===== src/rtl/lstm_seq_pkg.sv =====
// Shared state encoding, default sizing and address helper
// for the LSTM step sequencer.
package lstm_seq_pkg;

    typedef enum logic [1:0] {
        LOAD,
        FEED,
        WAIT,
        COMMIT
    } seq_state_t;

    localparam int DEF_X_SIZE = 10;
    localparam int DEF_H_SIZE = 16;
    localparam int INPUT_SIZE = DEF_X_SIZE + DEF_H_SIZE;
    localparam int AW         = $clog2(DEF_H_SIZE * INPUT_SIZE);

    function automatic int unsigned w_base(
        input int unsigned u,
        input int unsigned isz
    );
        return u * isz;
    endfunction

endpackage


===== src/rtl/lstm_state_regs.sv =====
// Recurrent state storage: h double buffer, c buffer and the
// new-sequence read masking.
module lstm_state_regs
    import lstm_seq_pkg::*;
#(
    parameter int H_SIZE = DEF_H_SIZE,
    parameter int D_WL   = 16,
    parameter int UW     = 4
) (
    input  logic            clk,
    input  logic            i_zflag,
    input  logic [UW-1:0]   i_u,
    input  logic [UW-1:0]   i_hidx,
    input  logic            i_c_we,
    input  logic [D_WL-1:0] i_c,
    input  logic            i_h_we,
    input  logic [D_WL-1:0] i_h,
    input  logic            i_commit,
    output logic [D_WL-1:0] o_hprev,
    output logic [D_WL-1:0] o_cprev
);

    logic [D_WL-1:0] r_hprev [H_SIZE];
    logic [D_WL-1:0] r_hnew  [H_SIZE];
    logic [D_WL-1:0] r_cbuf  [H_SIZE];

    // hnew collects this frame's outputs so hprev stays stable
    // while later units still read it.
    always_ff @(posedge clk) begin
        if (i_c_we) r_cbuf[i_u] <= i_c;
        if (i_h_we) r_hnew[i_u] <= i_h;
        if (i_commit) r_hprev <= r_hnew;
    end

    assign o_hprev = i_zflag ? '0 : r_hprev[i_hidx];
    assign o_cprev = i_zflag ? '0 : r_cbuf[i_u];

endmodule


===== src/rtl/lstm_step_sequencer.sv =====
// Frame loader, per-unit operand streamer and state capture
// in front of the time-multiplexed LSTM cell.
module lstm_step_sequencer
    import lstm_seq_pkg::*;
#(
    parameter int X_SIZE = DEF_X_SIZE,
    parameter int H_SIZE = DEF_H_SIZE,
    parameter int D_WL   = 16,
    localparam int ISZ   = X_SIZE + H_SIZE,
    localparam int AWL   = $clog2(H_SIZE * ISZ),
    localparam int UW    = (H_SIZE > 1) ? $clog2(H_SIZE) : 1
) (
    input  logic            clk,
    input  logic            rst_n,
    input  logic            s_valid,
    output logic            s_ready,
    input  logic [D_WL-1:0] s_data,
    input  logic            s_first,
    output logic [AWL-1:0]  w_addr,
    output logic [UW-1:0]   b_addr,
    output logic [D_WL-1:0] cell_x,
    output logic            cell_in_valid,
    output logic [D_WL-1:0] pre_c,
    input  logic            c_o_valid,
    input  logic [D_WL-1:0] c_o,
    input  logic            h_o_valid,
    input  logic [D_WL-1:0] h_o,
    output logic            o_valid,
    output logic [D_WL-1:0] o_data,
    output logic            o_last,
    output logic            frame_done,
    output logic            err
);

    localparam int XW = (X_SIZE > 1) ? $clog2(X_SIZE) : 1;
    localparam int JW = $clog2(ISZ);
    localparam logic [XW-1:0] K_LAST = XW'(X_SIZE - 1);
    localparam logic [JW-1:0] J_LAST = JW'(ISZ - 1);
    localparam logic [JW-1:0] J_X    = JW'(X_SIZE);
    localparam logic [UW-1:0] U_LAST = UW'(H_SIZE - 1);

    seq_state_t      r_state;
    seq_state_t      w_next;
    logic [XW-1:0]   r_k;
    logic [JW-1:0]   r_j;
    logic [UW-1:0]   r_u;
    logic            r_zflag;
    logic            r_c_seen;
    logic            r_err;
    logic            r_civ;
    logic [D_WL-1:0] r_cell_x;
    logic [D_WL-1:0] r_xbuf [X_SIZE];

    logic            w_hs;
    logic            w_c_we;
    logic            w_h_we;
    logic            w_commit;
    logic            w_err_set;
    logic            w_busy;
    logic [UW-1:0]   w_hidx;
    logic [D_WL-1:0] w_hprev;
    logic [D_WL-1:0] w_cprev;
    logic [D_WL-1:0] w_elem;

    always_ff @(posedge clk) begin
        if (!rst_n) r_state <= LOAD;
        else        r_state <= w_next;
    end

    always_comb begin
        w_next     = r_state;
        s_ready    = 1'b0;
        w_hs       = 1'b0;
        w_addr     = '0;
        w_c_we     = 1'b0;
        w_h_we     = 1'b0;
        w_commit   = 1'b0;
        o_valid    = 1'b0;
        o_data     = '0;
        o_last     = 1'b0;
        frame_done = 1'b0;
        unique case (r_state)
            LOAD: begin
                s_ready = 1'b1;
                w_hs    = s_valid;
                if (s_valid && r_k == K_LAST) w_next = FEED;
            end
            FEED: begin
                w_addr = AWL'(w_base(32'(r_u), ISZ)) + AWL'(r_j);
                if (r_j == J_LAST) w_next = WAIT;
            end
            WAIT: begin
                w_c_we = c_o_valid;
                if (h_o_valid) begin
                    w_h_we  = 1'b1;
                    o_valid = 1'b1;
                    o_data  = h_o;
                    o_last  = (r_u == U_LAST);
                    w_next  = (r_u == U_LAST) ? COMMIT : FEED;
                end
            end
            COMMIT: begin
                frame_done = 1'b1;
                w_commit   = 1'b1;
                w_next     = LOAD;
            end
            default: w_next = LOAD;
        endcase
    end

    // Cell results outside WAIT, or h without its c, are protocol errors.
    assign w_err_set = (r_state != WAIT) ? (c_o_valid | h_o_valid)
                     : (h_o_valid & ~c_o_valid & ~r_c_seen);

    assign w_hidx = (r_j >= J_X) ? UW'(r_j - J_X) : '0;
    assign w_elem = (r_j < J_X) ? r_xbuf[XW'(r_j)] : w_hprev;
    assign w_busy = (r_state == FEED) || (r_state == WAIT);

    always_ff @(posedge clk) begin
        if (!rst_n) begin
            r_k      <= '0;
            r_j      <= '0;
            r_u      <= '0;
            r_zflag  <= 1'b0;
            r_c_seen <= 1'b0;
            r_err    <= 1'b0;
            r_civ    <= 1'b0;
            r_cell_x <= '0;
        end else begin
            r_civ    <= (r_state == FEED);
            r_cell_x <= (r_state == FEED) ? w_elem : '0;
            if (w_err_set) r_err <= 1'b1;
            if (w_hs) begin
                r_k <= (r_k == K_LAST) ? '0 : r_k + 1'b1;
                if (r_k == '0) r_zflag <= s_first;
            end
            if (r_state == FEED) begin
                r_j      <= (r_j == J_LAST) ? '0 : r_j + 1'b1;
                r_c_seen <= 1'b0;
            end
            if (w_c_we) r_c_seen <= 1'b1;
            if (w_h_we && r_u != U_LAST) r_u <= r_u + 1'b1;
            if (w_commit) begin
                r_u     <= '0;
                r_zflag <= 1'b0;
            end
        end
    end

    always_ff @(posedge clk) begin
        if (w_hs) r_xbuf[r_k] <= s_data;
    end

    lstm_state_regs #(
        .H_SIZE (H_SIZE),
        .D_WL   (D_WL),
        .UW     (UW)
    ) u_state (
        .clk      (clk),
        .i_zflag  (r_zflag),
        .i_u      (r_u),
        .i_hidx   (w_hidx),
        .i_c_we   (w_c_we),
        .i_c      (c_o),
        .i_h_we   (w_h_we),
        .i_h      (h_o),
        .i_commit (w_commit),
        .o_hprev  (w_hprev),
        .o_cprev  (w_cprev)
    );

    assign b_addr        = r_u;
    assign pre_c         = w_busy ? w_cprev : '0;
    assign cell_x        = r_cell_x;
    assign cell_in_valid = r_civ;
    assign err           = r_err;

endmodule


===== config.mk =====
export PLATFORM = sky130hd
export DESIGN_NAME = lstm_step_sequencer
export DESIGN_NICKNAME = d
export VERILOG_FILES = /design/src/rtl/lstm_seq_pkg.sv /design/src/rtl/lstm_state_regs.sv /design/src/rtl/lstm_step_sequencer.sv
export SDC_FILE = /design/constraint.sdc
export NUM_CORES = 1
export LEC_CHECK = 0
export CORE_MARGIN = 2
export CORE_UTILIZATION = 68
export CTS_BUF_LIST = sky130_fd_sc_hd__clkbuf_8
export DETAILED_ROUTE_END_ITERATION = 6
export PLACE_DENSITY_LB_ADDON = 0.3
export SYNTH_ARGS = -nofsm -noshare
export SYNTH_HDL_FRONTEND = slang
export SYNTH_SLANG_ARGS = --single-unit

===== constraint.sdc =====
create_clock -name clk -period 21.6 [get_ports clk]
set_clock_uncertainty 0.1 [all_clocks]
set_input_delay 2.16 -clock clk [delete_from_list [all_inputs] [get_ports clk]]
set_output_delay 2.16 -clock clk [all_outputs]
set_load 0.03 [all_outputs]

==> results.toml <==
[outcome]
outcome = "complete, but fails checks"
violations = "DRC"

[sta]
worst_pin_slew_ps = 1391
rsz0062_at_grt = "no"
setup_tns_ps = 0
hold_violations = 0
max_freq_mhz = 146.7
setup_viol = 0
slew_viol_final = 0
relSlewSlack_pct = 7.234
whs_ps = 302.6
min_period_over_period_pct = 31.57
period_minus_slack_ps = 6818
fin_ws_ps = 14780

[die]
num_rows = 84
start_util_pct = 68.75
pin_count = 121
die_area_um2 = 54990
die_h_um = 234.5
coreArea_um2 = 52550
die_w_um = 234.5

[synth]
synth_cells = 1781
synth_edf_count = 928
ys_warn_count = 0
synth_top_area_cell = "edfxtp_1"
synth.mux.area_fraction_pct = 9.936
synthFlopType = "edfxtp_1"
netlist_top_cells_area = "edfxtp_1 77%, mux4_2 8.0%, dfxtp_1 2.4%, mux2_2 1.3%, ha_1 1.0%"
async_flop_share_pct = 0
ys_types = 54
synth-adder-area-share_pct = 1.150
synth_compound_area_share_pct = 4.516
synthXorXnorAreaFrac_pct = 0.3879
synth_area_um2 = 36130
synthSimpleGateAreaFrac_pct = 3.117
synth_top_family_by_area = "multiplexers"
seq_area_frac_synth_pct = 79.51
synth_top_area_share_pct = 77.13
synth-seq-cells = 971
syn_area_per_cell_um2 = 20.29
synth_fp_nets = 1867

[setup_path]
worstPathMaxFanout = 19
critPathArrivalTime_ps = 4560
cp_cell_sequence = "clkdlybuf4s50_1 -> and2_0 -> clkdlybuf4s50_1"
worst-setup-path-type = "input port to output pin"
crit_family = "buffers and inverters"
cp_data_required_time_ps = 19340
cp_slowest_stage_delay_ps = 970
cp-end-kind = "output pin"
timing.critical_path.from = "h_o_valid"
r2r_start = "r_j[1]$_SDFFE_PN0P_"
cpMostUsedCell = "clkdlybuf4s50_1"
cpMaxStageDelayCell = "clkdlybuf4s50_1"
critPathBufInv = 2
startpoint_type = "input port"

[detailed_routing]
routedWlPerCell_um = 28.14
drc = 1
dr.pass1.iters = 7
viasPerCell = 6.514
finalWirelength_mm = 79.06
ant_nets = 0
drt-initial-drc-count = 2179
vias = 18310

[placement]
dpl.cell_count = 2558
dp_hpwl_mm = 44.93
pre_cts_slack_ps = 14840
gp_congestion = 0.7981
port_buffers = 120
placed_cell_area_um2 = 38330

[global_routing]
grt_pass1_wl_mm = 113.7
antenna_found_initial = 4
grt_max_degree = 88
grt_usage_pct = 29.58
first_global_vias = 18690
grt-ovfl-total = 0

[run]
drv_cap = 0

[cells_and_area]
fillCellCount = 2635
regArea_um2 = 28740
fin_nets = 2102
drive_gt1_share_pct = 20.19
synthToLayoutAreaGrowth_pct = 13.14
fin_util_pct = 77.78
fin_cells = 2810
final_area_um2 = 40880
multi_input_area_um2 = 6980

[min_path]
hold_class = "register to register"
min_from = "u_state.r_hnew[139]$_DFFE_PP_"

[clock_network]
clock_latency_ps = 790
cts_setup_buffers = 0
cts-root-buf = "clkbuf_8"
cts_made_buffers = 144
h-tree-depth = 4
cts_max_path_buffers = 3
cts_tree = "built"
clk_pin_slew_worst_paths_ps = 60
clkSinkCount = 971
cts-resized-gates = 0
hold_buffers = 0

[power]
ir_worst_vdd_v = 0.00006516
leakagePower_nw = 13.08
power_mw = 3.690
p_per_area_nw_per_um2 = 90.27
-- cell usage in the layout (no fill, tap or decap), types with 10 or more instances in the layout --
cell / Yosys / layout
o22a_1: 13 / 12
nor2b_1: 38 / 38
a221oi_1: 29 / 29
nor2_1: 50 / 49
o22ai_1: 29 / 28
mux2i_1: 20 / 20
edfxtp_1: 928 / 928
a211oi_1: 30 / 30
o21ai_0: 53 / 53
clkbuf_8: 0 / 157
clkinv_1: 0 / 26
dfxtp_1: 43 / 38
mux4_2: 129 / 129
ha_1: 30 / 29
xnor2_1: 12 / 12
a21oi_1: 34 / 33
buf_4: 6 / 61
and3_1: 34 / 34
and2_1: 14 / 14
nand2b_1: 18 / 18
clkinv_2: 0 / 10
mux2_2: 43 / 43
inv_1: 23 / 75
o32ai_1: 12 / 12
nand2_1: 42 / 42
clkdlybuf4s50_1: 0 / 120
-- power by group --
| part | internal (mW) | total, mW | switching (mW) |
|---|---|---|---|
| logic | 0.119 | 0.285 | 0.166 |
| registers | 2.07 | 2.09 | 0.0196 |
| clock network | 0.664 | 1.31 | 0.647 |
-- cell usage after synthesis, types with 2 or more instances --
cell / n
a211o_1: 2
a211oi_1: 30
a21boi_0: 3
a21o_1: 3
a21oi_1: 34
a221oi_1: 29
a31oi_1: 3
and2_1: 14
and3_1: 34
buf_1: 9
buf_2: 29
buf_4: 6
clkbuf_1: 46
dfxtp_1: 43
edfxtp_1: 928
fa_1: 2
ha_1: 30
inv_1: 23
mux2_2: 43
mux2i_1: 20
mux4_2: 129
nand2_1: 42
nand2b_1: 18
nand3_1: 7
nand4_1: 2
nor2_1: 50
nor2b_1: 38
nor3_1: 5
nor4_1: 3
o211ai_1: 2
o21a_1: 4
o21ai_0: 53
o221a_2: 2
o221ai_1: 7
o22a_1: 13
o22ai_1: 29
o311a_1: 4
o32ai_1: 12
xnor2_1: 12
xor2_1: 4
-- cells by family (layout without fill, tap and decap cells) --
logic type | after synthesis | after routing
muxes | 192 | 192
adders and majority gates | 32 | 32
other | 0 | 2
xor gates and xnor gates | 16 | 16
buffers and inverters | 115 | 454
DFF | 971 | 971
AOI/OAI and AO/OA | 237 | 237
and+or+nand+nor | 218 | 218
-- registers in the layout, summed over array words and instances, names as in the netlist, named ones only --
register	cells
u_state.r_cbuf	256
u_state.r_hnew	256
u_state.r_hprev	256
r_xbuf	160
cell_x	16
r_j	5
b_addr	4
r_k	4
r_state	2
cell_in_valid	1
err	1
r_c_seen	1
r_zflag	1
-- worst paths after layout --
kind	to	slack, ps	cells after the start
max	o_valid	14780	3
min	u_state.r_hprev[139]$_DFFE_PP_	300	0
min reg2reg	u_state.r_hprev[139]$_DFFE_PP_	300	0
max reg2reg	cell_x[2]$_SDFF_PN0_	16660	9
-- routing by layer --
layer	vias to the layer above	track usage [%]	wire, µm
met5	-	0	25
met4	4	13.40	2910
met3	203	8.285	8350
met2	1096	46.61	38730
met1	9268	39.25	29040
li1	7734	-	-
-- layout make-up --
| class | count | area share (%) |
|---|---|---|
| clock inverters | 93 | 0.9397 |
| diodes | 2 | 0.01224 |
| clock buffers | 157 | 5.286 |
| inverters | 23 | 0.2112 |
| multi-input cells | 695 | 17.08 |
| flip-flops and latches | 971 | 70.31 |
| well taps | 688 | 2.106 |
| repair buffers | 181 | 4.059 |
(Power assumes the default switching activity.)
